<file path="src/rtl/mul_control_if.sv">
// Handshake and product-register control bundle between the host/datapath and mul_control.
interface mul_control_if #(
  parameter int unsigned WIDTH = 32
);
  localparam int unsigned CW = $clog2(WIDTH + 1);

  logic          Start;
  logic          Ack;
  logic          LSB;
  logic          Prod_Load;
  logic          W_ctrl;
  logic          SRL_ctrl;
  logic          Add_En;
  logic          Ready;
  logic          Busy;
  logic [CW-1:0] Count;

  modport master (
    output Start, Ack, LSB,
    input  Prod_Load, W_ctrl, SRL_ctrl, Add_En, Ready, Busy, Count
  );

  modport slave (
    input  Start, Ack, LSB,
    output Prod_Load, W_ctrl, SRL_ctrl, Add_En, Ready, Busy, Count
  );
endinterface

</file>
<file path="src/rtl/mul_control.sv">
// Sequencer for a shift-add multiplier: LOAD once, WIDTH add/shift iterations, then hold
// the result in DONE until the host acknowledges it.
module mul_control #(
  parameter int unsigned WIDTH = 32
) (
  input logic          clk,
  input logic          Reset,
  mul_control_if.slave bus
);
  localparam int unsigned CW = $clog2(WIDTH + 1);

  typedef enum logic [1:0] {
    IDLE = 2'd0,
    LOAD = 2'd1,
    ITER = 2'd2,
    DONE = 2'd3
  } state_e;

  state_e        state_q, state_d;
  logic [CW-1:0] count_q, count_d;
  logic          load_q, load_d;
  logic          iter_q, iter_d;
  logic          ready_q, ready_d;
  logic          busy_q, busy_d;

  // Next state, iteration count and next-cycle strobes
  always_comb begin
    state_d = state_q;
    count_d = count_q;
    unique case (state_q)
      IDLE: if (bus.Start) state_d = LOAD;
      LOAD: state_d = ITER;
      ITER: begin
        count_d = CW'(count_q + CW'(1));
        if (count_q == CW'(WIDTH - 1)) state_d = DONE;
      end
      DONE: if (bus.Ack) state_d = bus.Start ? LOAD : IDLE;
      default: state_d = IDLE;
    endcase
    // Count reads 0 in IDLE and is cleared for every new operation
    if (state_d == IDLE || state_d == LOAD) count_d = '0;
    load_d  = (state_d == LOAD);
    iter_d  = (state_d == ITER);
    ready_d = (state_d == DONE);
    busy_d  = (state_d == LOAD) || (state_d == ITER);
  end

  always_ff @(posedge clk or posedge Reset) begin
    if (Reset) begin
      state_q <= IDLE;
      count_q <= '0;
      load_q  <= 1'b0;
      iter_q  <= 1'b0;
      ready_q <= 1'b0;
      busy_q  <= 1'b0;
    end else begin
      state_q <= state_d;
      count_q <= count_d;
      load_q  <= load_d;
      iter_q  <= iter_d;
      ready_q <= ready_d;
      busy_q  <= busy_d;
    end
  end

  // Strobes come from flops that mirror the state; only Add_En passes LSB through
  assign bus.Prod_Load = load_q;
  assign bus.W_ctrl    = iter_q;
  assign bus.SRL_ctrl  = iter_q;
  assign bus.Add_En    = iter_q & bus.LSB;
  assign bus.Ready     = ready_q;
  assign bus.Busy      = busy_q;
  assign bus.Count     = count_q;
endmodule

</file>
<file path="src/flat_wrapper.sv">
// flat-port wrapper written by rule: the top's interface ports become plain ports
module mul_control_flat 
#(
  parameter int unsigned WIDTH = 32
)
  (clk, Reset, bus_Start, bus_Ack, bus_LSB, bus_Prod_Load, bus_W_ctrl, bus_SRL_ctrl, bus_Add_En, bus_Ready, bus_Busy, bus_Count);
  mul_control_if #(.WIDTH(WIDTH)) bus_i ();
  input logic clk;
  input logic Reset;
  input wire logic [$bits(bus_i.Start)-1:0] bus_Start;
  input wire logic [$bits(bus_i.Ack)-1:0] bus_Ack;
  input wire logic [$bits(bus_i.LSB)-1:0] bus_LSB;
  output wire logic [$bits(bus_i.Prod_Load)-1:0] bus_Prod_Load;
  output wire logic [$bits(bus_i.W_ctrl)-1:0] bus_W_ctrl;
  output wire logic [$bits(bus_i.SRL_ctrl)-1:0] bus_SRL_ctrl;
  output wire logic [$bits(bus_i.Add_En)-1:0] bus_Add_En;
  output wire logic [$bits(bus_i.Ready)-1:0] bus_Ready;
  output wire logic [$bits(bus_i.Busy)-1:0] bus_Busy;
  output wire logic [$bits(bus_i.Count)-1:0] bus_Count;
  assign bus_i.Start = bus_Start;
  assign bus_i.Ack = bus_Ack;
  assign bus_i.LSB = bus_LSB;
  assign bus_Prod_Load = bus_i.Prod_Load;
  assign bus_W_ctrl = bus_i.W_ctrl;
  assign bus_SRL_ctrl = bus_i.SRL_ctrl;
  assign bus_Add_En = bus_i.Add_En;
  assign bus_Ready = bus_i.Ready;
  assign bus_Busy = bus_i.Busy;
  assign bus_Count = bus_i.Count;
  mul_control #(.WIDTH(WIDTH)) u_core (.clk(clk), .Reset(Reset), .bus(bus_i));
endmodule
</file>
<file path="config.mk">
export PLATFORM = sky130hd
export DESIGN_NAME = mul_control_flat
export DESIGN_NICKNAME = d
export VERILOG_FILES = /design/src/rtl/mul_control_if.sv /design/src/rtl/mul_control.sv /design/src/flat_wrapper.sv
export SDC_FILE = /design/constraint.sdc
export NUM_CORES = 1
export LEC_CHECK = 0
export CAP_MARGIN = 5
export CELL_PAD_IN_SITES_DETAIL_PLACEMENT = 0
export CELL_PAD_IN_SITES_GLOBAL_PLACEMENT = 2
export CORE_MARGIN = 10
export CORE_UTILIZATION = 31
export DETAILED_ROUTE_END_ITERATION = 10
export DONT_BUFFER_PORTS = 1
export PLACE_DENSITY = 0.71
export SETUP_SLACK_MARGIN = 0.1
export SYNTH_ARGS = -nofsm -noshare
export SYNTH_HDL_FRONTEND = slang
export SYNTH_SLANG_ARGS = --single-unit
export TNS_END_PERCENT = 5
</file>
<file path="constraint.sdc">
create_clock -name clk -period 2 [get_ports clk]
set_clock_uncertainty 0.15 [all_clocks]
set_input_delay 0.2 -clock clk [delete_from_list [all_inputs] [get_ports clk]]
set_output_delay 0.2 -clock clk [all_outputs]
set_load 0.1 [all_outputs]
</file>
==> results.sh <==
export IMPL_cap_viol_max_count=0
export IMPL_drive_gt1_frac=0.479
export IMPL_crit_path_end_kind="register"
export IMPL_cts_buffer_depth=2
export IMPL_setup_viol=0
export IMPL_hp_class="in -> reg"
export IMPL_io_buffers=0
export IMPL_cp_start_kind="register"
export IMPL_avgSynthCellArea_um2=10.8
export IMPL_multi_input_area_um2=274
export IMPL_die_area_um2=3960
export IMPL_r2r_start="u_core.bus.Count[1]"
export IMPL_antenna_cells=0
export IMPL_seq_area_um2=322
export IMPL_status="completed"
export IMPL_worstMarginPinSlew_ns=0.549
export IMPL_fill_cells=171
export IMPL_detail_route_antenna_nets=0
export IMPL_yosysWarnings=0
export IMPL_final_min_clock_period_ns=1.89
export IMPL_dieWidth_um=62.9
export IMPL_core_area_um2=1750
export IMPL_critPathRequiredTime_ns=2.05
export IMPL_syn_nets=63
export IMPL_r2r_end="u_core.bus.Count[2]"
export IMPL_clock_sinks=12
export IMPL_worstRegToRegCells=7
export IMPL_reg2reg_slack_ns=0.11
export IMPL_drt_iter0_markers=5
export IMPL_ys_seq_area_frac=0.526
export IMPL_max_freq_mhz=530
export IMPL_grt_usage=0.0688
export IMPL_endpoint="u_core.bus.Count[2]"
export IMPL_syn_to_final_growth_pct=43.2
export IMPL_critPathArrivalTime_ns=1.93
export IMPL_cts_tree="built"
export IMPL_start_util=0.327
export IMPL_die_y_um=62.9
export IMPL_min_from="bus_Ack"
export IMPL_maxSlewViolCount=0
export IMPL_htreeDepth=1
export IMPL_use_met1=0.0671
export IMPL_grt_max_degree=13
export IMPL_dr_pass1_iters=2
export IMPL_syn_inst=53
export IMPL_nets=82
export IMPL_viasPerCell=4.50
export IMPL_post_route_drc_count=0
export IMPL_post_synth_instance_area_um2=571
export IMPL_synth_ff_latch_count=12
export IMPL_rsz0062_at_grt="yes"
export IMPL_startpoint="u_core.bus.Count[1]"
export IMPL_overflow=0
export IMPL_num_vias=432
export IMPL_critPathKind="reg -> reg"
export IMPL_crit_fanout=6
export IMPL_use_met2=0.117
export IMPL_wire_per_inst_um=12.6
export IMPL_cts_root_buf="clkbuf_4"
export IMPL_slew_headroom=0.637
export IMPL_clkLatencyLatePin_ns=0.26
export IMPL_busiest_layer="met2"
export IMPL_rows=15
export IMPL_synth_cell_types=21
export IMPL_cts_buffers=3
export IMPL_gp_congestion=0.690
export IMPL_routed_wl_um=1210
export IMPL_final_cells=96
export IMPL_ioPinCount=17
export IMPL_period_share=0.943
export IMPL_first_global_vias=461
export IMPL_clkTransAtPathRegs_ns=0.08
export IMPL_grt_use_met3=0.0251
export IMPL_dp_cells=90
export IMPL_grt_pass1_wl_um=2100
export IMPL_hold_viol_final=0
export IMPL_hpwlAfterDp_um=1010
export IMPL_antenna_found_initial=0
layout make-up:
cell class	instances	share of cell area
flip-flops and latches	12	0.394
multi-input cells	34	0.335
repair buffers	16	0.165
clock buffers	4	0.0444
well taps	25	0.0383
inverters	5	0.0230
worst min path at each step:
stage          slack [ns]             endpoint  cells after the start
6_report             0.13    u_core.state_q[1]                      3
5_1_grt              0.17    u_core.state_q[1]                      3
4_1_cts              0.13    u_core.state_q[1]                      3
3_5_place_dp        -0.02     u_core.bus.Ready                      1
3_3_place_gp        -0.03  u_core.bus.Count[4]                      1
2_1_floorplan       -0.09      u_core.bus.Busy                      1
placed cells by master (no fill, tap or decap), types with 2 or more instances in the layout:
cell type  Yosys  final
a21oi_2        0      3
or3_1          3      3
xnor2_1        2      2
clkbuf_4       0      3
dfrtp_4        0      5
nor2_1         4      4
dfrtp_1       12      5
dfrtp_2        0      2
inv_1          5      5
buf_4          1     14
o21ai_0        5      5
ha_1           5      3
state kept, by name, indices dropped and copies added, names as in the netlist:
signal,cells
u_core.bus.Prod_Load,1
u_core.bus.Count,6
u_core.bus.Ready,1
u_core.state_q,2
u_core.bus.Busy,1
u_core.bus.SRL_ctrl,1
worst max-delay path, stage by stage (launching register included):
cell and delay (ns):
dfrtp_4 0.43, ha_4 0.13, inv_1 0.03, o31a_1 0.25, a211o_1 0.26, ha_2 0.18, or2_4 0.27, nor2_1 0.11
synthesized netlist by cell type (all sizes together):
cell type | number | area, um2
a211o | 1 | 8.76
a211oi | 1 | 7.51
o31a | 1 | 8.76
dfrtp | 12 | 300
buf | 1 | 7.51
mux2i | 1 | 10.0
o21ai | 5 | 25.0
clkbuf | 1 | 3.75
nand4b | 1 | 8.76
xnor2 | 2 | 17.5
a21oi | 3 | 15.0
nand3 | 2 | 10.0
inv | 5 | 18.8
or2 | 1 | 6.26
nand3b | 1 | 7.51
ha | 5 | 62.6
and2b | 1 | 8.76
nor2 | 4 | 15.0
or3 | 3 | 18.8
nand2 | 1 | 3.75
and2 | 1 | 6.26
per-layer routing:
metal | share of wire | vias to the layer above | wire (um)
met5 | 0 | - | 0
met4 | 0.017 | 0 | 21
met3 | 0.063 | 2 | 76
met2 | 0.53 | 8 | 648
met1 | 0.38 | 205 | 467
li1 | - | 217 | -
what timing repair did:
item,CTS,global route
setup endpoints to repair,6,6
pin swaps,1,0
hold endpoints to repair,12,0
setup buffers,1,0
hold buffers,1,0
gates resized for setup,0,0
metrics by stage:
stage | utilization | cell area (um2) | hold WS (ns) | setup TNS, ns | worst slack [ns]
detailed placement | 0.437 | 763 | -0.0202 | 0 | 0.0771
global route | 0.468 | 817 | 0.168 | 0 | 0.0124
floorplan | - | 634 | -0.0853 | -1.27 | -0.193
CTS | 0.468 | 817 | 0.133 | 0 | 0.107
global placement | 0.437 | 763 | -0.0278 | 0 | 0.0837
finish | 0.468 | 817 | 0.130 | 0 | 0.114
cells by family after synthesis:
group	synth area share
AO/OA/AOI/OAI	0.114
XOR/XNOR	0.0307
adder cells (fa/ha/maj)	0.110
buffers and inverters	0.0526
flip-flops	0.526
multiplexers	0.0175
AND/OR/NAND/NOR	0.149
Power is not shown: default switching activity piles up to over one toggle a cycle in this logic, so the estimate is an artifact.
